File: src/rtl/vend_pkg.sv
// Shared state encoding and default parameter values for the vending controller.
package vend_pkg;

   localparam int unsigned N_ITEMS_DEF     = 4;
   localparam int unsigned CREDIT_W_DEF    = 8;
   localparam int unsigned DELAY_CYC_DEF   = 100;
   localparam int unsigned TIMEOUT_CYC_DEF = 1000;

   typedef enum logic [2:0] {
      StIdle        = 3'd0,
      StSelected    = 3'd1,
      StPayDelay    = 3'd2,
      StChangeDelay = 3'd3
   } vend_state_e;

endpackage

File: src/rtl/vend_ctrl_if.sv
// User/product-side signal bundle of the vending controller; the controller is the slave.
interface vend_ctrl_if #(
   parameter int unsigned N_ITEMS  = vend_pkg::N_ITEMS_DEF,
   parameter int unsigned CREDIT_W = vend_pkg::CREDIT_W_DEF
);
   localparam int unsigned IDX_W = $clog2(N_ITEMS);

   logic                        sel_valid;
   logic [IDX_W-1:0]            sel_idx;
   logic                        coin_valid;
   logic [CREDIT_W-1:0]         coin_value;
   logic                        confirm;
   logic                        cancel;
   logic [N_ITEMS*CREDIT_W-1:0] item_price;
   logic [N_ITEMS-1:0]          item_empty;

   logic [CREDIT_W-1:0]         credit;
   logic [IDX_W-1:0]            cur_item;
   logic                        vend_valid;
   logic [IDX_W-1:0]            vend_idx;
   logic                        change_valid;
   logic [CREDIT_W-1:0]         change_amt;
   logic                        coin_reject;
   logic                        deny;
   logic                        busy;
   logic [2:0]                  state;

   modport master (
      output sel_valid, sel_idx, coin_valid, coin_value, confirm, cancel, item_price, item_empty,
      input  credit, cur_item, vend_valid, vend_idx, change_valid, change_amt, coin_reject, deny,
             busy, state
   );

   modport slave (
      input  sel_valid, sel_idx, coin_valid, coin_value, confirm, cancel, item_price, item_empty,
      output credit, cur_item, vend_valid, vend_idx, change_valid, change_amt, coin_reject, deny,
             busy, state
   );

endinterface

File: src/rtl/vend_delay_timer.sv
// Shared pay/change delay counter: done pulses in the DELAY_CYC-th cycle after start.
module vend_delay_timer
   import vend_pkg::*;
#(
   parameter int unsigned DELAY_CYC = DELAY_CYC_DEF
) (
   input  logic clk,
   input  logic rst_n,
   input  logic start,
   input  logic clear,
   output logic done
);
   localparam int unsigned CNT_W = $clog2(DELAY_CYC);

   logic [CNT_W-1:0] cnt_q;
   logic             active_q;

   assign done = active_q && (cnt_q == CNT_W'(DELAY_CYC - 1));

   // start wins over done so a back-to-back delay begins without a gap
   always_ff @(posedge clk or negedge rst_n) begin
      if (!rst_n) begin
         cnt_q    <= '0;
         active_q <= 1'b0;
      end else if (start) begin
         cnt_q    <= '0;
         active_q <= 1'b1;
      end else if (clear || done) begin
         cnt_q    <= '0;
         active_q <= 1'b0;
      end else if (active_q) begin
         cnt_q    <= cnt_q + CNT_W'(1);
      end
   end

endmodule

File: src/rtl/vend_ctrl.sv
// Vending controller: credit accounting, item selection, timed vend and change refund.
// Defining VEND_TIMEOUT_EN adds an inactivity timeout in the SELECTED state.
module vend_ctrl
   import vend_pkg::*;
#(
   parameter int unsigned N_ITEMS     = N_ITEMS_DEF,
   parameter int unsigned CREDIT_W    = CREDIT_W_DEF,
   parameter int unsigned DELAY_CYC   = DELAY_CYC_DEF,
   parameter int unsigned TIMEOUT_CYC = TIMEOUT_CYC_DEF
) (
   input logic       clk,
   input logic       rst_n,
   vend_ctrl_if.slave bus
);
   localparam int unsigned IDX_W = $clog2(N_ITEMS);

   vend_state_e         state_q, state_d;
   logic [CREDIT_W-1:0] credit_q, credit_d;
   logic [IDX_W-1:0]    cur_item_q, cur_item_d;
   logic                vend_valid_q, change_valid_q, coin_reject_q, deny_q, busy_q;
   logic [IDX_W-1:0]    vend_idx_q;
   logic [CREDIT_W-1:0] change_amt_q;

   logic [2**IDX_W-1:0] idx_ok;
   logic [CREDIT_W-1:0] price, remain, credit_post_coin;
   logic [CREDIT_W:0]   coin_sum;
   logic                sold_out, open, coin_ok, sel_ok, cancel_hit, confirm_try, confirm_ok;
   logic                pay_done, change_done, timer_done, timer_start, timer_clear, timed_out;

`ifdef VEND_TIMEOUT_EN
   localparam int unsigned TO_W = $clog2(TIMEOUT_CYC + 1);
   logic [TO_W-1:0] to_cnt_q;
   logic            activity;

   assign activity  = bus.sel_valid || bus.coin_valid || bus.confirm || bus.cancel;
   assign timed_out = (state_q == StSelected) && !activity &&
                      (to_cnt_q == TO_W'(TIMEOUT_CYC - 1));

   always_ff @(posedge clk or negedge rst_n) begin
      if (!rst_n) begin
         to_cnt_q <= '0;
      end else if (state_q != StSelected || activity || timed_out) begin
         to_cnt_q <= '0;
      end else begin
         to_cnt_q <= to_cnt_q + TO_W'(1);
      end
   end
`else
   logic unused_timeout;
   assign unused_timeout = ^TIMEOUT_CYC;
   assign timed_out      = 1'b0;
`endif

   always_comb begin
      price    = '0;
      sold_out = 1'b0;
      for (int i = 0; i < N_ITEMS; i++) begin
         if (cur_item_q == IDX_W'(i)) begin
            price    = bus.item_price[i*CREDIT_W +: CREDIT_W];
            sold_out = bus.item_empty[i];
         end
      end
      for (int i = 0; i < 2**IDX_W; i++) idx_ok[i] = (i < N_ITEMS);
   end

   always_comb begin
      open             = (state_q == StIdle) || (state_q == StSelected);
      coin_sum         = {1'b0, credit_q} + {1'b0, bus.coin_value};
      coin_ok          = bus.coin_valid && open && !coin_sum[CREDIT_W];
      credit_post_coin = coin_ok ? coin_sum[CREDIT_W-1:0] : credit_q;
      sel_ok           = bus.sel_valid && idx_ok[bus.sel_idx];
      cancel_hit       = bus.cancel && open;
      // Confirm is judged on pre-coin credit; a same-cycle coin still lands in credit_d
      confirm_try      = bus.confirm && !bus.cancel && (state_q == StSelected);
      confirm_ok       = confirm_try && (credit_q >= price) && !sold_out;
      pay_done         = (state_q == StPayDelay) && timer_done;
      change_done      = (state_q == StChangeDelay) && timer_done;
      remain           = credit_q - price;

      state_d    = state_q;
      credit_d   = credit_post_coin;
      cur_item_d = cur_item_q;
      case (state_q)
         StIdle: begin
            if (cancel_hit) begin
               state_d = (credit_post_coin != '0) ? StChangeDelay : StIdle;
            end else if (sel_ok) begin
               cur_item_d = bus.sel_idx;
               state_d    = StSelected;
            end
         end
         StSelected: begin
            if (cancel_hit) begin
               state_d = (credit_post_coin != '0) ? StChangeDelay : StIdle;
            end else if (confirm_ok) begin
               state_d = StPayDelay;
            end else if (timed_out) begin
               state_d = (credit_q != '0) ? StChangeDelay : StIdle;
            end else if (sel_ok) begin
               cur_item_d = bus.sel_idx;
            end
         end
         StPayDelay: begin
            if (pay_done) begin
               credit_d = remain;
               state_d  = (remain != '0) ? StChangeDelay : StIdle;
            end
         end
         StChangeDelay: begin
            if (change_done) begin
               credit_d = '0;
               state_d  = StIdle;
            end
         end
         default: state_d = StIdle;
      endcase

      // Every entry into a delay state (including pay -> change) restarts the timer
      timer_start = (state_d != state_q) &&
                    ((state_d == StPayDelay) || (state_d == StChangeDelay));
      timer_clear = open;
   end

   vend_delay_timer #(
      .DELAY_CYC(DELAY_CYC)
   ) u_delay_timer (
      .clk  (clk),
      .rst_n(rst_n),
      .start(timer_start),
      .clear(timer_clear),
      .done (timer_done)
   );

   always_ff @(posedge clk or negedge rst_n) begin
      if (!rst_n) begin
         state_q        <= StIdle;
         credit_q       <= '0;
         cur_item_q     <= '0;
         vend_valid_q   <= 1'b0;
         vend_idx_q     <= '0;
         change_valid_q <= 1'b0;
         change_amt_q   <= '0;
         coin_reject_q  <= 1'b0;
         deny_q         <= 1'b0;
         busy_q         <= 1'b0;
      end else begin
         state_q        <= state_d;
         credit_q       <= credit_d;
         cur_item_q     <= cur_item_d;
         vend_valid_q   <= pay_done;
         vend_idx_q     <= pay_done ? cur_item_q : '0;
         change_valid_q <= change_done;
         change_amt_q   <= change_done ? credit_q : '0;
         coin_reject_q  <= bus.coin_valid && !coin_ok;
         deny_q         <= confirm_try && !confirm_ok;
         busy_q         <= (state_d == StPayDelay) || (state_d == StChangeDelay);
      end
   end

   assign bus.state        = state_q;
   assign bus.credit       = credit_q;
   assign bus.cur_item     = cur_item_q;
   assign bus.vend_valid   = vend_valid_q;
   assign bus.vend_idx     = vend_idx_q;
   assign bus.change_valid = change_valid_q;
   assign bus.change_amt   = change_amt_q;
   assign bus.coin_reject  = coin_reject_q;
   assign bus.deny         = deny_q;
   assign bus.busy         = busy_q;

endmodule

File: src/flat_wrapper.sv
// flat-port wrapper written by rule: the top's interface ports become plain ports
module vend_ctrl_flat import vend_pkg::*;
#(
   parameter int unsigned N_ITEMS     = N_ITEMS_DEF,
   parameter int unsigned CREDIT_W    = CREDIT_W_DEF,
   parameter int unsigned DELAY_CYC   = DELAY_CYC_DEF,
   parameter int unsigned TIMEOUT_CYC = TIMEOUT_CYC_DEF
)
  (clk, rst_n, bus_sel_valid, bus_sel_idx, bus_coin_valid, bus_coin_value, bus_confirm, bus_cancel, bus_item_price, bus_item_empty, bus_credit, bus_cur_item, bus_vend_valid, bus_vend_idx, bus_change_valid, bus_change_amt, bus_coin_reject, bus_deny, bus_busy, bus_state);
  vend_ctrl_if #(.N_ITEMS(N_ITEMS), .CREDIT_W(CREDIT_W)) bus_i ();
  input logic clk;
  input logic rst_n;
  input wire logic [$bits(bus_i.sel_valid)-1:0] bus_sel_valid;
  input wire logic [$bits(bus_i.sel_idx)-1:0] bus_sel_idx;
  input wire logic [$bits(bus_i.coin_valid)-1:0] bus_coin_valid;
  input wire logic [$bits(bus_i.coin_value)-1:0] bus_coin_value;
  input wire logic [$bits(bus_i.confirm)-1:0] bus_confirm;
  input wire logic [$bits(bus_i.cancel)-1:0] bus_cancel;
  input wire logic [$bits(bus_i.item_price)-1:0] bus_item_price;
  input wire logic [$bits(bus_i.item_empty)-1:0] bus_item_empty;
  output wire logic [$bits(bus_i.credit)-1:0] bus_credit;
  output wire logic [$bits(bus_i.cur_item)-1:0] bus_cur_item;
  output wire logic [$bits(bus_i.vend_valid)-1:0] bus_vend_valid;
  output wire logic [$bits(bus_i.vend_idx)-1:0] bus_vend_idx;
  output wire logic [$bits(bus_i.change_valid)-1:0] bus_change_valid;
  output wire logic [$bits(bus_i.change_amt)-1:0] bus_change_amt;
  output wire logic [$bits(bus_i.coin_reject)-1:0] bus_coin_reject;
  output wire logic [$bits(bus_i.deny)-1:0] bus_deny;
  output wire logic [$bits(bus_i.busy)-1:0] bus_busy;
  output wire logic [$bits(bus_i.state)-1:0] bus_state;
  assign bus_i.sel_valid = bus_sel_valid;
  assign bus_i.sel_idx = bus_sel_idx;
  assign bus_i.coin_valid = bus_coin_valid;
  assign bus_i.coin_value = bus_coin_value;
  assign bus_i.confirm = bus_confirm;
  assign bus_i.cancel = bus_cancel;
  assign bus_i.item_price = bus_item_price;
  assign bus_i.item_empty = bus_item_empty;
  assign bus_credit = bus_i.credit;
  assign bus_cur_item = bus_i.cur_item;
  assign bus_vend_valid = bus_i.vend_valid;
  assign bus_vend_idx = bus_i.vend_idx;
  assign bus_change_valid = bus_i.change_valid;
  assign bus_change_amt = bus_i.change_amt;
  assign bus_coin_reject = bus_i.coin_reject;
  assign bus_deny = bus_i.deny;
  assign bus_busy = bus_i.busy;
  assign bus_state = bus_i.state;
  vend_ctrl #(.N_ITEMS(N_ITEMS), .CREDIT_W(CREDIT_W), .DELAY_CYC(DELAY_CYC), .TIMEOUT_CYC(TIMEOUT_CYC)) u_core (.clk(clk), .rst_n(rst_n), .bus(bus_i));
endmodule
File: config.mk
export PLATFORM = sky130hd
export DESIGN_NAME = vend_ctrl_flat
export DESIGN_NICKNAME = d
export VERILOG_FILES = /design/src/rtl/vend_pkg.sv /design/src/rtl/vend_ctrl_if.sv /design/src/rtl/vend_delay_timer.sv /design/src/rtl/vend_ctrl.sv /design/src/flat_wrapper.sv
export SDC_FILE = /design/constraint.sdc
export NUM_CORES = 1
export LEC_CHECK = 0
export BUFFER_PORTS_ARGS = -buffer_cell sky130_fd_sc_hd__buf_2
export CAP_MARGIN = 15
export CELL_PAD_IN_SITES_DETAIL_PLACEMENT = 1
export CELL_PAD_IN_SITES_GLOBAL_PLACEMENT = 2
export CORE_ASPECT_RATIO = 1.1
export CORE_MARGIN = 4
export CORE_UTILIZATION = 25
export DETAILED_ROUTE_END_ITERATION = 8
export HOLD_SLACK_MARGIN = 0.1
export PLACE_DENSITY = 0.68
export SLEW_MARGIN = 10
export SYNTH_ARGS = -nofsm -noshare
export SYNTH_HDL_FRONTEND = slang
export SYNTH_SLANG_ARGS = --single-unit
File: constraint.sdc
create_clock -name clk -period 4.8 [get_ports clk]
set_input_delay 0.24 -clock clk [delete_from_list [all_inputs] [get_ports clk]]
set_output_delay 0.24 -clock clk [all_outputs]
set_load 0.01 [all_outputs]
Word-level counts from Yosys, hierarchy flattened
Cells that the tools add are included.
{"block": "totals", "mem_bits_rw": 0, "in_bits": 52, "memories": 0, "latch_bits": 0, "mem_bits_ro": 0, "output_inout_bits": 28, "regBits": 36}
{"block": "op_classes", "shift": 0, "div_mod_pow": 0, "bitwise": 0, "n_lt_le_gt_ge": 2, "n_addsub": 3, "multipliers": 0, "muxes": 35, "reduce_logical": 30, "eq_ne": 13}
{"cell": "$mux W8", "count": 8}
{"cell": "$mux W7", "count": 3}
{"cell": "$mux W3", "count": 6}
{"cell": "$pmux W8 S2", "count": 1}
{"cell": "$reduce_bool A8 Y1", "count": 2}
{"cell": "$logic_and A1 B1 Y1", "count": 14}
{"cell": "$mux W2", "count": 7}
{"cell": "$eq A3 B2 Y1 const B", "count": 4}
{"cell": "$pmux W3 S4", "count": 1}
{"cell": "$add A8 B8 Y9", "count": 1}
{"cell": "$ge A8 B8 Y1", "count": 1}
{"cell": "$sub A8 B8 Y8", "count": 1}
{"cell": "$add A7 B1 Y7 const B", "count": 1}
{"cell": "$eq A7 B7 Y1 const B", "count": 1}
{"cell": "$mux W1", "count": 7}
{"cell": "$ne A2 B2 Y1 const B", "count": 3}
{"cell": "$logic_not A1 Y1", "count": 5}
{"cell": "$eq A2 B2 Y1 const B", "count": 2}
{"cell": "$pmux W2 S2", "count": 1}
{"cell": "$reduce_and A4 Y1", "count": 1}
{"cell": "$reduce_bool A2 Y1", "count": 2}
{"cell": "$eq A3 B1 Y1 const B", "count": 1}
{"cell": "$logic_not A3 Y1", "count": 1}
{"cell": "$logic_or A1 B1 Y1", "count": 3}
{"cell": "other kinds (6)", "count": 6}

Depth between registers and ports, before layout
Gate-level depths: netlist of the first run.
{"block": "depth", "ltp_word": 15, "ltp_mapped": 12, "ltp_nobuf": 10}

Cells and area by module
From an unflattened synthesis of the first run, not the netlist that was laid out.
{"block": "hier_totals", "cells_unflattened": 267, "area_unflattened_um2": 2693.8}
{"module": "vend_ctrl", "instances": 1, "seq_area_each_um2": 700.7, "cells_each": 225, "area_each_um2": 2250.9}
{"module": "vend_delay_timer", "instances": 1, "seq_area_each_um2": 200.2, "cells_each": 42, "area_each_um2": 442.9}

Least setup slack after synthesis of the first run
No wires, ideal clock.
{"block": "synth_path", "path_type": "reg-to-reg", "from": "reg u_core.cur_item_q[0], in the netlist u_core.bus.cur_item[0]", "to": "reg u_core.cur_item_q[0], in the netlist u_core.bus.cur_item[0]", "setup_time_ps": 125, "arrival_time_ps": 3482, "path_stages_with_launch": 12, "synth_period_minus_slack_ps": 3607, "slack_ps": 1193, "path_cell_list": "dfrtp_1 buf_1 mux4_2 ha_1 fa_1 nor2b_1 o22ai_1 a21oi_1 o211ai_1 a211oi_1 or3_1 mux2_2"}
{"block": "synth_via", "elab_chain_cells": 10, "word_cells_on_any_way": 23, "classes_between": "order compare (1); eq/ne (4); mux (13); reduce/logical (5)"}
{"item": "start: declaration", "line": "vend_ctrl.sv:19", "source": "logic [IDX_W-1:0] cur_item_q, cur_item_d;"}
{"item": "start signal: assignment", "line": "vend_ctrl.sv:149", "source": "cur_item_q <= cur_item_d;"}
{"item": "$logic_not A2 Y1", "line": "vend_ctrl.sv:58", "source": "if (cur_item_q == IDX_W'(i)) begin"}
{"item": "$mux W8 (4 in a row)", "line": "vend_ctrl.sv:58"}
{"item": "$ge A8 B8 Y1", "line": "vend_ctrl.sv:75", "source": "confirm_ok = confirm_try && (credit_q >= price) && !sold_out;"}
{"item": "$logic_and A1 B1 Y1 (2 in a row)", "line": "vend_ctrl.sv:75"}
{"item": "$ne A2 B2 Y1 (no line)"}
{"item": "$reduce_and A4 Y1 (no line)"}
Parallel ways exist; a longest one is shown, timed or not. The select of a mux whose other input is x is not followed.
A chain may end at the register's enable or synchronous reset.

Worst setup path in the final report of the first run
{"block": "layout_path", "from": "reg u_core.cur_item_q[0], in the netlist u_core.bus.cur_item[0]", "to": "reg u_core.cur_item_q[1], in the netlist u_core.bus.cur_item[1]"}
{"block": "layout_via", "elab_chain_cells": 10, "word_cells_on_any_way": 18, "classes_between": "order compare (1); eq/ne (4); mux (8); reduce/logical (5)"}
{"item": "$logic_not A2 Y1", "line": "vend_ctrl.sv:58"}
{"item": "$mux W8 (4 in a row)", "line": "vend_ctrl.sv:58"}
{"item": "$ge A8 B8 Y1", "line": "vend_ctrl.sv:75"}
{"item": "$logic_and A1 B1 Y1", "line": "vend_ctrl.sv:75"}
{"item": "$logic_and A1 B1 Y1 (*)", "line": "vend_ctrl.sv:75"}
{"item": "$ne A2 B2 Y1 (no line) (*)"}
{"item": "$reduce_and A4 Y1 (no line) (*)"}
Mark *: on every way between the ends. The rest lies on a longest branch, timed or not.

==> results_dict.tcl, run 1 <==
set metrics [dict create \
    syn_inst 270 \
    met2_length_um 4280 \
    synthToLayoutAreaGrowth_pct 27.2 \
    relSlewSlack_pct 45.5 \
    diodes 0 \
    finClkSkew_ps 5.39 \
    whs_ps 179 \
    yosysSeqAreaShare_pct 33.8 \
    status "complete, no violations" \
    powerDensity_nw_per_um2 558 \
    crit_path_max_fanout 12 \
    routed_wl_um 7980 \
    r2r_cells 10 \
    cts_tree "done" \
    die_area_um2 12400 \
    slowest_delay_ps 720 \
    drtPass1Iterations 6 \
    synth_area_per_cell_um2 9.88 \
    numCtsBuffers 5 \
    synth_edf_count 0 \
    period_minus_slack_ps 3740 \
    synth.top_cell.area_share_pct 33.8 \
    hold_depth 2 \
    postRouteAntennaNets 0 \
    worstSetupEndpointType "flip-flop" \
    tns_ps 0 \
    slowest_stage "dfrtp_1" \
    rsz0062_at_grt "false" \
    nets 421 \
    dr_wl_met3_um 331 \
    num_vias 2428 \
    worstPathArrival_ps 3910 \
    met1_length_um 3290 \
    cp.buffers_inverters 0 \
    gp_congestion 0.776 \
    hold_path_class "input port to flip-flop" \
    rows 39 \
    core_area_um2 10400 \
    cts_sinks 36 \
    ys_types 61 \
    layout_commonest_cell "buf_2" \
    totalPowerFinal_mw 1.89 \
    regToRegSetupSlack_ps 1060 \
    synthFlopType "dfrtp_1" \
    synth-async-reset-ratio_pct 100 \
    synth_largest_area_cell "dfrtp_1" \
    worstReg2RegStart "u_core.bus.cur_item[0]" \
    clockBufferDepth 2 \
    grt_first_pass_wirelength_um 12700 \
    layoutNonFillerInstCount 494 \
    portBuffers 79 \
    finalCoreUtilization_pct 32.6 \
    worst_pin_slew_ps 817 \
    dp.cells 485 \
    hold_start "bus_coin_valid" \
    drive_gt1_share_pct 32.2 \
    grt_start_max_net_pins 37 \
    antenna_found_initial 0 \
    hold_viol_final 0 \
    fmax_ghz 0.267 \
    syn_nets 341 \
    critical_path_required_ps 4960 \
    path_clk_slew_ps 50 \
    synth_area_um2 2670 \
    yosys_warnings 0 \
    grt_pass1_vias 2458 \
    avgViaCountPerCell 4.91 \
    yosys-top-cells-area "dfrtp_1, ha_1, mux4_2" \
    min_to "u_core.bus.coin_reject" \
    initial_utilization_pct 25.7 \
    die_height_um 116 \
    wl_per_cell_um 16.2 \
    place_worst_setup_slack_ps 1010 \
    placed_area_um2 3210 \
    cp-start-kind "flip-flop" \
    top_signal_layer_used "met4" \
    ys_seq_elements 36 \
    fin_area_um2 3390 \
    crit_family "compound AO/OA/AOI/OAI gates" \
    clockRootBuffer "clkbuf_16" \
    htree_num_levels 2 \
    grt.total_usage_pct 13.0 \
    pin_count 80 \
    first_iter_violations 48 \
    worst_slack_ps 1060 \
    grt-ovfl-total 0 \
    dp_hpwl_um 6650 \
    p_leak_nw 1.62 \
    post-route-period-util_pct 78.0 \
    setup_viol 0 \
    die_x_um 106 \
    finalMaxSlewViolations 0 \
    r2r_end "u_core.bus.cur_item[1]" \
    drc_errors 0 \
    peakVddDrop_mv 0.141 \
    layout_common_cells "buf_2, dfrtp_1, nand2_1" \
    crit_type "flip-flop to flip-flop" \
    path_cells "mux4_2, ha_1, fa_1, nor2b_1, o22ai_1, a21oi_1, o211ai_1, a211oi_1, or3_1, mux2_2" \
    clkLatencyLatePin_ps 280 \
    max_cap_viol_count 0 \
]
-- cells by family (layout without fill, tap and decap cells) --
family                     count (synthesis)  count (layout)  synth area share (%)
AOI/OAI and AO/OA                         64              64                  18.5
xor gates and xnor gates                   9               9                  2.96
adders and majority gates                 19              19                  9.48
buffers and inverters                     24             105                  3.52
DFF                                       36              36                  33.8
muxes                                     15              15                  9.95
other                                      1               1                 0.141
and+or+nand+nor                          102             102                  21.6
-- worst reg2reg max path: stages (launching register included) --
cell and delay [ps]:
dfrtp_1 720, mux4_2 580, ha_1 210, fa_1 400, nor2b_1 220, o22ai_1 160
a21oi_1 160, o211ai_1 120, a211oi_1 500, or3_1 230, mux2_2 340
-- area by class of cell --
type                       count  area, um^2
tap                          143         179
fill                        1238        7000
sequential                    36         901
multi-input combinational    210        1670
timing repair buffer          81         413
clock inverter                 3        42.5
clock buffer                   5         125
inverter                      16        60.1
-- cell usage after synthesis, types with 4 or more instances --
cell      count
xor2_1        5
nor2_1       15
o21ai_0      15
a21oi_1      12
xnor2_1       4
nand3_1       5
mux2i_1       4
clkbuf_1      6
nor2b_1       5
inv_1        16
nand2b_1      4
or3_1         5
nor3_1        6
mux4_2        9
nand2_1      25
and3_1        4
ha_1         17
dfrtp_1      36
nand4_1       4
and2_1       12
-- per-layer routing --
layer	vias up	track usage, %
met5	-	0
met4	0	3.07
met3	7	2.21
met2	57	24.5
met1	1200	15.3
li1	1164	-
-- power by group --
group / switching (mW) / internal [mW] / total (mW)
Clock: 0.124 / 0.244 / 0.368
Sequential: 0.137 / 0.357 / 0.494
Combinational: 0.582 / 0.448 / 1.03
-- state kept, by name, indices dropped and copies added (netlist names) --
name / count
u_core.bus.busy: 1
u_core.u_delay_timer.cnt_q: 7
u_core.bus.change_amt: 8
u_core.u_delay_timer.active_q: 1
u_core.bus.deny: 1
u_core.bus.cur_item: 2
u_core.bus.state: 3
u_core.bus.vend_valid: 1
u_core.bus.credit: 8
u_core.bus.vend_idx: 2
u_core.bus.coin_reject: 1
u_core.bus.change_valid: 1
-- timing repair --
item	4_1_cts	5_1_grt
gates resized for setup	0	0
endpoints found under the setup margin	0	0
hold buffers	1	0
buffers inserted	0	0
endpoints found under the hold margin	36	0
-- how the worst max path moves through the flow --
stage                                 startpoint                endpoint  depth (start not counted)
final                     u_core.bus.cur_item[0]  u_core.bus.cur_item[1]                         10
after global routing      u_core.bus.cur_item[0]  u_core.bus.cur_item[0]                         10
after CTS                 u_core.bus.cur_item[0]  u_core.bus.cur_item[1]                         10
after detailed placement  u_core.bus.cur_item[0]  u_core.bus.cur_item[1]                         10
after global placement    u_core.bus.cur_item[0]  u_core.bus.cur_item[0]                         10
after floorplan           u_core.bus.cur_item[0]  u_core.bus.cur_item[0]                         11
Note: power is estimated with default switching activity, not from simulation.
==> run 2: changes to the inputs <==
--- a/config.mk
+++ b/config.mk
@@ -14,7 +14,7 @@
 export CORE_UTILIZATION = 25
 export DETAILED_ROUTE_END_ITERATION = 8
 export HOLD_SLACK_MARGIN = 0.1
-export PLACE_DENSITY = 0.68
+export PLACE_DENSITY = 0.71
 export SLEW_MARGIN = 10
 export SYNTH_ARGS = -nofsm -noshare
 export SYNTH_HDL_FRONTEND = slang
==> constraint.sdc (replaced) <==
create_clock -name clk -period 3.2 [get_ports clk]
set_input_delay 0.16 -clock clk [delete_from_list [all_inputs] [get_ports clk]]
set_output_delay 0.16 -clock clk [all_outputs]
set_load 0.01 [all_outputs]
==> run 2 against run 1 <==
Compared with the run above:
- global-route usage increased by 0.98 points
- hold slack worse by 60 ps
- first-iteration DRC count is 52% higher
- core utilization is 1.4 points higher
- sequential share of layout area down 1.1 points
- fmax is 24% higher
- non-clock buffer count increased by 15
- largest power group unchanged
- final cell count rose by 3.0%
- sequential cell count did not move
- largest cell class unchanged
- worst setup slack got worse by 860 ps
- clock power increased by 48%
==> results_dict.tcl, run 2 (synthesis results as in run 1) <==
set metrics [dict create \
    status "complete, no violations" \
    dp_hpwl_um 7050 \
    p_leak_nw 1.71 \
    core_area_um2 10400 \
    antenna_found_initial 0 \
    routed_wl_um 8550 \
    wl_per_cell_um 16.8 \
    hold_path_class "input port to flip-flop" \
    worstReg2RegStart "u_core.bus.cur_item[0]" \
    crit_type "flip-flop to flip-flop" \
    place_worst_setup_slack_ps 64.6 \
    slowest_stage "mux4_2" \
    grt_start_max_net_pins 37 \
    gp_congestion 0.791 \
    hold_start "bus_coin_valid" \
    tns_ps 0 \
    portBuffers 79 \
    powerDensity_nw_per_um2 847 \
    slowest_delay_ps 540 \
    max_cap_viol_count 0 \
    grt_pass1_vias 2597 \
    avgViaCountPerCell 4.88 \
    period_minus_slack_ps 3010 \
    clockRootBuffer "clkbuf_16" \
    cp-start-kind "flip-flop" \
    drive_gt1_share_pct 36.6 \
    rows 39 \
    worstSetupEndpointType "flip-flop" \
    pin_count 80 \
    initial_utilization_pct 25.7 \
    drc_errors 0 \
    layout_commonest_cell "buf_2" \
    finClkSkew_ps 3.91 \
    nets 436 \
    fmax_ghz 0.332 \
    hold_depth 2 \
    worst_slack_ps 192 \
    postRouteAntennaNets 0 \
    worst_pin_slew_ps 839 \
    worstPathArrival_ps 3170 \
    postCtsSetupRepairBufs 0 \
    cts_tree "done" \
    r2r_cells 10 \
    post-route-period-util_pct 94.0 \
    crit_family "multiplexers" \
    clockBufferDepth 2 \
    crit_path_max_fanout 5 \
    diodes 0 \
    relSlewSlack_pct 44.1 \
    grt_first_pass_wirelength_um 13800 \
    cts_sinks 36 \
    synthToLayoutAreaGrowth_pct 32.6 \
    grt-ovfl-total 0 \
    first_iter_violations 73 \
    drtPass1Iterations 4 \
    critical_path_required_ps 3360 \
    finalMaxSlewViolations 0 \
    clkLatencyLatePin_ps 270 \
    die_area_um2 12400 \
    htree_num_levels 2 \
    grt.total_usage_pct 14.0 \
    peakVddDrop_mv 0.290 \
    path_clk_slew_ps 50 \
    worstSetupStartpoint "u_core.bus.cur_item[0]" \
    path_cells "buf_4, mux4_2, fa_1, nor2b_2, o22ai_2, a21oi_2, o211ai_1, a211oi_2, or3_4, mux2_2" \
    setup_viol 0 \
    cp.buffers_inverters 1 \
    hold_viol_final 0 \
    die_height_um 116 \
    rsz0062_at_grt "false" \
    die_x_um 106 \
    numCtsBuffers 5 \
    path_depth 10 \
    num_vias 2486 \
    layout_common_cells "buf_2, dfrtp_1, nand2_1" \
]
## run 2: final cells by class
| class | instances | area [um^2] |
|---|---|---|
| Clock inverter | 2 | 35.0 |
| Timing Repair Buffer | 96 | 526 |
| Fill cell | 1232 | 6860 |
| Tap cell | 143 | 179 |
| Inverter | 16 | 60.1 |
| Sequential cell | 36 | 901 |
| Clock buffer | 6 | 129 |
| Multi-Input combinational cell | 210 | 1710 |
## run 2: through the flow
step	hold WS [ps]	std cells	area, um^2	utilization, %	total power, mW
finish	119	509	3540	34.0	2.99
global route	123	509	3540	34.0	3.26
CTS	115	509	3510	33.7	2.98
detailed placement	314	500	3330	32.1	2.43
global placement	295	500	3330	32.1	2.39
floorplan	-136	270	2680	-	1.83
## run 2: worst paths after layout
path,slack [ps],end
max,190,u_core.bus.cur_item[0]
min,120,u_core.bus.coin_reject
max reg2reg,190,u_core.bus.cur_item[0]
min reg2reg,540,u_core.u_delay_timer.cnt_q[6]
max in group asynchronous,2140,u_core.bus.deny
min in group asynchronous,530,u_core.bus.change_amt[3]
## run 2: routing by layer
metal	GRT usage [%]	part of all wire, %	up-vias
li1	-	-	1201
met1	16.9	42	1234
met2	25.9	53	43
met3	2.60	3.7	8
met4	3.15	1.3	0
met5	0	0	-
## run 2: timing repair
action / 4_1_cts / 5_1_grt
setup endpoints to repair: 0 / 5
hold endpoints to repair: 36 / 0
hold buffers: 1 / 0
resized for setup: 0 / 7
## run 2: power by group
group	internal (mW)	switching, mW
logic	0.785	1.01
registers	0.538	0.115
clock network	0.366	0.178
total	1.69	1.31
